==> src/rtl/dcache_wb_param.sv <==
// rtl/dcache_wb_param.sv - direct-mapped write-back write-allocate data cache with hit/miss counters
module dcache_wb_param #(
    parameter int ADDR_W = 8,
    parameter int DATA_W = 8,
    parameter int LINES  = 8,
    parameter int WORDS  = 2,
    parameter int CNT_W  = 16
) (
    input  logic                              clk,
    input  logic                              rst,
    input  logic                              read,
    input  logic                              write,
    input  logic [ADDR_W-1:0]                 address,
    input  logic [DATA_W-1:0]                 writedata,
    output logic [DATA_W-1:0]                 readdata,
    output logic                              busywait,
    output logic                              mem_read,
    output logic                              mem_write,
    output logic [ADDR_W-$clog2(WORDS)-1:0]   mem_address,
    output logic [DATA_W*WORDS-1:0]           mem_writedata,
    input  logic [DATA_W*WORDS-1:0]           mem_readdata,
    input  logic                              mem_busywait,
    output logic [CNT_W-1:0]                  hit_count,
    output logic [CNT_W-1:0]                  miss_count
);
    localparam int OFF_W = $clog2(WORDS);
    localparam int IDX_W = $clog2(LINES);
    localparam int TAG_W = ADDR_W - IDX_W - OFF_W;

    typedef enum logic [1:0] {IDLE, WBACK, ALLOC, FILL} state_t;
    state_t state;

    logic [DATA_W-1:0]        data_arr [LINES][WORDS];
    logic [TAG_W-1:0]         tag_arr  [LINES];
    logic [LINES-1:0]         valid;
    logic [LINES-1:0]         dirty;
    logic                     retry;
    logic                     armed;

    logic [TAG_W-1:0]         tag;
    logic [IDX_W-1:0]         idx;
    logic [OFF_W-1:0]         off;
    logic                     access;
    logic                     hit;
    logic [DATA_W*WORDS-1:0]  line_cur;

    assign tag    = address[ADDR_W-1:OFF_W+IDX_W];
    assign idx    = address[OFF_W +: IDX_W];
    assign off    = address[OFF_W-1:0];
    assign access = read ^ write;
    assign hit    = valid[idx] && (tag_arr[idx] == tag);

    assign readdata = (read && hit && state == IDLE) ? data_arr[idx][off] : '0;
    // Gated by rst so a stalled CPU is released the instant reset asserts.
    assign busywait = rst && access && !(hit && state == IDLE);

    always_comb begin
        line_cur = '0;
        for (int w = 0; w < WORDS; w++) begin
            line_cur[w*DATA_W +: DATA_W] = data_arr[idx][w];
        end
    end

    // armed: the request has been up for at least one full cycle, so a
    // low mem_busywait now really means the transfer finished.
    always_ff @(posedge clk or negedge rst) begin
        if (!rst) begin
            state         <= IDLE;
            valid         <= '0;
            dirty         <= '0;
            hit_count     <= '0;
            miss_count    <= '0;
            mem_read      <= 1'b0;
            mem_write     <= 1'b0;
            mem_address   <= '0;
            mem_writedata <= '0;
            retry         <= 1'b0;
            armed         <= 1'b0;
        end else begin
            case (state)
                IDLE: begin
                    retry <= 1'b0;
                    armed <= 1'b0;
                    if (access) begin
                        if (hit) begin
                            if (!retry && hit_count != '1) hit_count <= hit_count + 1'b1;
                            if (write) dirty[idx] <= 1'b1;
                        end else begin
                            if (miss_count != '1) miss_count <= miss_count + 1'b1;
                            if (dirty[idx]) begin
                                state         <= WBACK;
                                mem_write     <= 1'b1;
                                mem_address   <= {tag_arr[idx], idx};
                                mem_writedata <= line_cur;
                            end else begin
                                state       <= ALLOC;
                                mem_read    <= 1'b1;
                                mem_address <= {tag, idx};
                            end
                        end
                    end
                end
                WBACK: begin
                    if (armed && !mem_busywait) begin
                        mem_write <= 1'b0;
                        armed     <= 1'b0;
                        state     <= ALLOC;
                    end else begin
                        armed <= 1'b1;
                    end
                end
                ALLOC: begin
                    if (!mem_read) begin
                        mem_read    <= 1'b1;
                        mem_address <= {tag, idx};
                    end else if (armed && !mem_busywait) begin
                        mem_read <= 1'b0;
                        armed    <= 1'b0;
                        state    <= FILL;
                    end else begin
                        armed <= 1'b1;
                    end
                end
                FILL: begin
                    valid[idx] <= 1'b1;
                    dirty[idx] <= 1'b0;
                    retry      <= 1'b1;
                    state      <= IDLE;
                end
                default: state <= IDLE;
            endcase
        end
    end

    // Data and tag storage is deliberately not reset; valid bits gate it.
    always_ff @(posedge clk) begin
        if (state == IDLE && write && !read && hit) begin
            data_arr[idx][off] <= writedata;
        end
        if (state == FILL) begin
            tag_arr[idx] <= tag;
            for (int w = 0; w < WORDS; w++) begin
                data_arr[idx][w] <= mem_readdata[w*DATA_W +: DATA_W];
            end
        end
    end
endmodule

==> config.mk <==
export PLATFORM = sky130hd
export DESIGN_NAME = dcache_wb_param
export DESIGN_NICKNAME = d
export VERILOG_FILES = /design/src/rtl/dcache_wb_param.sv
export SDC_FILE = /design/constraint.sdc
export NUM_CORES = 1
export LEC_CHECK = 0
export BUFFER_PORTS_ARGS = -buffer_cell sky130_fd_sc_hd__buf_2
export CAP_MARGIN = 20
export CELL_PAD_IN_SITES_DETAIL_PLACEMENT = 1
export CELL_PAD_IN_SITES_GLOBAL_PLACEMENT = 1
export CORE_AREA = 4 4 199 124
export CTS_BUF_LIST = sky130_fd_sc_hd__clkbuf_8
export CTS_CLUSTER_SIZE = 16
export DETAILED_ROUTE_END_ITERATION = 7
export DIE_AREA = 0 0 203 128
export PLACE_DENSITY = 0.85
export SLEW_MARGIN = 20
export SYNTH_ARGS = -nofsm -noshare
export SYNTH_HDL_FRONTEND = slang
export SYNTH_SLANG_ARGS = --single-unit
export TNS_END_PERCENT = 5
==> constraint.sdc <==
create_clock -name clk -period 2.8 [get_ports clk]
set_input_delay 0.28 -clock clk [delete_from_list [all_inputs] [get_ports clk]]
set_output_delay 0.28 -clock clk [all_outputs]
set_load 0.05 [all_outputs]
# Yosys cells after proc, flatten, opt, wreduce, memory -nomap -nowiden
# Memory sizes are Yosys's and may differ from the RTL's.
# Index checks and enable logic that the tools add are counted.
totals:
  mem_bits_rw: 160
  inputBits: 37
  wordCells: 151
  reg_bits: 77
  mem_count: 2
  out_inout_bits: 66
op_classes:
  n_bitwise: 23
  muxes: 62
  n_reduce_logical: 31
  add_sub_neg: 2
  magnitude_cmp: 4
  n_eq_ne: 16
memory_table:
  columns: ["memory", "words", "word_bits", "rd", "rd_ports_with_merged_regs", "write_ports", "line_no", "source"]
  rows:
  - ["data_arr", 8, 16, 1, 0, 1, "33", "logic [DATA_W-1:0] data_arr [LINES][WORDS];"]
  - ["tag_arr", 8, 4, 1, 0, 1, "34", "logic [TAG_W-1:0] tag_arr [LINES];"]
ops:
  columns: ["cell", "count"]
  rows:
  - ["8-bit two-way mux", 8]
  - ["16-bit by 1-bit adder with 16-bit output, second input constant", 2]
  - ["1-bit two-way mux", 32]
  - ["16-bit != test, second input constant", 2]
  - ["7-bit two-way mux", 4]
  - ["4-bit AND reduction", 6]
  - ["2-bit != test, second input constant", 10]
  - ["16-bit two-way mux", 1]
  - ["1-bit bitwise OR", 16]
  - ["8-bit bitwise OR", 2]
  - ["8-bit case mux with 2 select lines", 1]
  - ["7-bit case mux with 2 select lines", 1]
  - ["1-bit logical AND", 13]
  - ["2-bit two-way mux", 6]
  - ["5-bit AND reduction", 2]
  - ["8-bit AND", 1]
  - ["8-bit demux with 1-bit select", 1]
  - ["8-bit inverter", 1]
  - ["2-bit case mux with 4 select lines", 1]
  - ["1-bit binary-select mux with 3-bit select", 2]
  - ["1-bit case mux with 2 select lines", 3]
  - ["2-bit nonzero test", 3]
  - ["2-bit equality test, second input constant", 2]
  - ["4-bit equality test", 1]
  - ["14 further kinds", 17]

# Longest topological paths before layout
logic_depth:
  ltp_word: 9
  mapped_depth: 10
  depth_no_buf: 7

# Worst setup path before layout
# OpenSTA, ideal clock, no wires.
synth_path:
  kind: "input port to output port"
  startpoint: "in address[1]"
  endpoint: "out readdata[1]"
  arrival_time_ns: 3.279
  path_slack_ns: -0.759
  required_time_ns: 2.520
  cell_stages: 9
  cell_sequence: "buf_2 buf_6 mux2_1 a22oi_1 and3b_1 o2111ai_2 nor3_2 nand3_1 a311oi_1"
synth_between:
  elab_chain_len: 6
  word_cells_on_any_way: 12
synth_rtl:
  columns: ["element", "line_no", "source"]
  rows:
  - ["start, declared", "13", "input logic [ADDR_W-1:0] address,"]
  - ["memory 8 x 4 bit / 1-bit binary-select mux with 3-bit select (equally long branches)", null, null]
  - ["4-bit equality test / 1-bit two-way mux (equally long branches)", "51", "assign hit = valid[idx] && (tag_arr[idx] == tag);"]
  - ["1-bit logical AND", "51", null]
  - ["1-bit logical AND (2 in series)", "53", "assign readdata = (read && hit && state == IDLE) ? data_arr[idx][off] : '0;"]
  - ["8-bit two-way mux *", "53", null]
  - ["end, declared", "15", "output logic [DATA_W-1:0] readdata,"]
# Every way passes the cells marked *; elsewhere a longest branch is shown, timed or not. The select of a mux whose other input is x is not followed.

# Worst setup path after layout
layout_path:
  startpoint: "mem tag_arr[5][1] (netlist name)"
  endpoint: "out readdata[3]"
layout_between:
  elab_chain_len: 6
layout_rtl:
  columns: ["element", "line_no"]
  rows:
  - ["start, declared", "34"]
  - ["memory 8 x 4 bit", null]
  - ["4-bit equality test", "51"]
  - ["1-bit logical AND", "51"]
  - ["1-bit logical AND (2 in series)", "53"]
  - ["8-bit two-way mux", "53"]
# Every way passes these cells.

==> run metrics <==
Worst Hold Path EP tag_arr[7][0]; Tmin final 3.204 ns; crit-path cells mux4_2, mux2i_4, xnor2_2, nor3_4, nand3_4, buf_6, a211oi_4, buf_6; largest net degree at the start of global routing 41; clk_lat worst skew 0.54 ns; Worst Path Class, Setup reg2out; Yosys Warn Count 0; Reg2Reg Depth 11; Top Ports 103; clock share of power 27.1%; input/output buffers 102; nets@finish 1007; VDD IR max 0.0004472 V; area grow syn2layout 27.00%; share of layout cells above drive strength 1 33.97%; setup ws final -0.4044 ns; Worst R2R Start tag_arr[1][2]; R2R Path End data_arr[2][5]; Max Buffers Root-to-Sink 3; total gr overflow 0; core footprint 22760 um^2; FF+latch count, synth 237; Netlist Area Pre-Place 10120 um^2; async set or reset register ratio after synthesis 32.49%; Max Clock Skew 0.02761 ns; worst hold path depth 1; CTS buffer count 38; P_leak 5.236 nW; failing checks setup timing; Critical Path Most Common Cell buf_6; Top FF cell, synth edfxtp_1; RSZ-0062 raised after global routing true; Final setup viols 73; Clock Pin Slew Worst Setup and Hold Paths 0.06 ns; Comb pwr share 29.5%; pwr dens 839.0 nW/um^2; final hold vios 0; Global Route met1 Usage 36.40%; Fmax 312.1 MHz; die area 25980 um^2; min-delay worst type in2reg; Final Slew Violations 0; worst hold margin 0.08494 ns; Total Routing Usage GR 25.35%; critical path fanouts, max 5; Ant. Diodes 0; first-pass GRT wire length 49780 um; crit share post-route 114.4%; FP Rows 43; crit path DAT 2.92 ns; vias 7568; DRT Pass-1 Iters 5; status finished, violations left; initial antenna violation count 0; NetSw 3.919 mW; number of flops mapped to enable cells by yosys 160; Synth Instances 741; Tightest Pin Transition 0.5621 ns; antenna viol nets, final 0; non-filler cells, final 1304; GP Congestion 0.8785; CP startpoint kind flip-flop; CTS tree built; Syn Area/Cell 13.66 um^2; post-DR vias/cell 5.804; sequential area share after synthesis 66.51%; Die X 203 um; syn_nets 786; Clock Root Buffer clkbuf_8; Cells after DPL 1229; Int Power 6.865 mW; Initial Utilization 44.47%; vias in the first global route 7982; met2 Use GR 38.51%; GR peak layer met2; post-DR wirelength/cell 25.31 um; CP peak stage delay 0.54 ns; hold_sp address[4]; met3 Usage GRT 7.408%; CTS Sinks 237; post-synthesis cell type count 60; Reg power frac 43.4%; DR iter-0 viols 781; die height 128 um; crit end category primary output; switching fraction of total power 36.34%; hpwl dp 23440 um; # Max-Cap Violations 0; DRT Wirelength 33000 um; detailed-route DRC error count 0; CTS H-tree depth 2; r2r setup slk -0.20 ns; slew margin rel. 62.53%; worst endpoint required time 2.52 ns; slowest stage cell, crit path mux4_2
[state kept, by name, indices dropped and copies added, names as in the netlist, 2 cells and up, named ones only]
| name | count |
|---|---|
| miss_count | 16 |
| mem_address | 7 |
| tag_arr | 32 |
| data_arr | 128 |
| mem_writedata | 16 |
| valid | 8 |
| hit_count | 16 |
| state | 2 |
[layout make-up]
cell class                      count  area [um^2]
Clock inverter                     23        125.1
Clock buffer                       44        605.6
Tap cell                          315        394.1
Multi-Input combinational cell    461         3452
Fill cell                        2329         9905
Timing Repair Buffer              213         1504
Inverter                           11        41.29
Sequential cell                   237         6731
[stage by stage]
step / utilization, % / power (mW) / instance area (um^2) / TNS, ns / setup slack [ns]
2_1_floorplan: - / 6.603 / 10320 / -4.642 / -0.08323
3_3_place_gp: 52.40 / 7.662 / 11930 / -14.96 / -0.2051
3_5_place_dp: 52.40 / 7.851 / 11930 / -45.05 / -0.4600
4_1_cts: 56.30 / 10.80 / 12810 / -6.822 / -0.4494
5_1_grt: 56.48 / 11.26 / 12850 / -15.06 / -0.5085
6_report: 56.48 / 10.78 / 12850 / -9.812 / -0.4044
[power by group through the flow]
stage | Combinational, mW | Sequential [mW] | Clock (mW)
finish | 3.18 | 4.68 | 2.93
detailed placement | 3.11 | 4.74 | 0
CTS | 3.16 | 4.67 | 2.96
floorplan | 1.20 | 5.41 | 0
global route | 3.38 | 4.72 | 3.17
global placement | 2.96 | 4.70 | 0
[metal layers]
layer  part of all wire, %  wire (um)
met1                    43      14120
met2                    45      14690
met3                    11       3553
met4                   1.9        629
met5                     0          0
[timing repair]
item | in CTS | in global routing
endpoints found under the hold margin | 38 | 0
endpoints found under the setup margin | 123 | 144
buffers inserted | 7 | 0
hold buffers | 1 | 0
gates resized for setup | 26 | 10
pin swaps | 11 | 9
[worst max-delay path, delay by kind of cell, from the launching register on]
family	cells	cell delay, ns
compound gates	1	0.16
xor+xnor	1	0.17
buf+inv	2	0.38
flops	1	0.37
mux	2	0.76
simple gates	2	0.55
[cell usage in the layout, fill, tap and decap left out, drive strengths merged, types with 2 or more instances in the layout]
cell type	count
and2	6
a221o	9
nand4	9
nand3b	3
a211oi	6
a21o	4
xnor2	21
nand2	58
inv	22
mux2i	15
nor2	49
nand3	11
dfrtp	77
o21ai	16
ha	8
and3	22
buf	211
a221oi	22
a21oi	43
nor4	4
a31oi	4
edfxtp	160
a22o	7
nor2b	9
nand2b	12
mux4	2
o22ai	4
a22oi	16
a311oi	5
clkinv	10
nor3	18
and4	4
clkbuf	45
mux2	40
xor2	14
or2	8
[worst max path at each step]
stage	cells after the start	from	slack [ns]	endpoint
floorplan	10	address[1]	-0.08	data_arr[2][0]
global placement	10	address[1]	-0.21	data_arr[6][9]
detailed placement	10	address[1]	-0.46	data_arr[6][8]
CTS	9	tag_arr[7][2]	-0.45	readdata[7]
global route	8	tag_arr[5][1]	-0.51	readdata[7]
finish	8	tag_arr[5][1]	-0.40	readdata[3]
[cell families (layout without fill, tap and decap cells)]
| logic type | after synthesis | after routing | synth area share [%] |
|---|---|---|---|
| adders and majority gates | 8 | 8 | 0.9890 |
| AOI/OAI and AO/OA | 145 | 145 | 10.41 |
| DFF | 237 | 237 | 66.51 |
| xor gates and xnor gates | 35 | 35 | 3.029 |
| buffers and inverters | 43 | 291 | 1.953 |
| muxes | 57 | 57 | 6.379 |
| and+or+nand+nor | 216 | 216 | 10.73 |
[Yosys cell counts (all sizes together) (5+ instances only)]
library cell  instances  area, um^2
buf                  20       111.4
nand2                58       217.7
clkbuf               12       45.04
nand2b               12       75.07
xor2                 14       122.6
ha                    8       100.1
inv                  10       37.53
a21oi                43       219.0
a22o                  7       61.31
a211oi                6       45.04
mux2i                15       150.1
a221o                 9       90.09
nor2b                 9       56.30
xnor2                21       183.9
o21ai                16       91.34
and3                 22       137.6
and2                  6       37.54
nor3                 18       95.09
a221oi               22       192.7
nand4                 9       56.30
nor2                 49       183.9
a311oi                5       61.31
a22oi                16       120.1
mux2                 40       450.4
nand3                11       55.05
dfrtp                77        1927
or2                   8       50.05
edfxtp              160        4805
No activity file was read; power rests on OpenSTA's default activity.
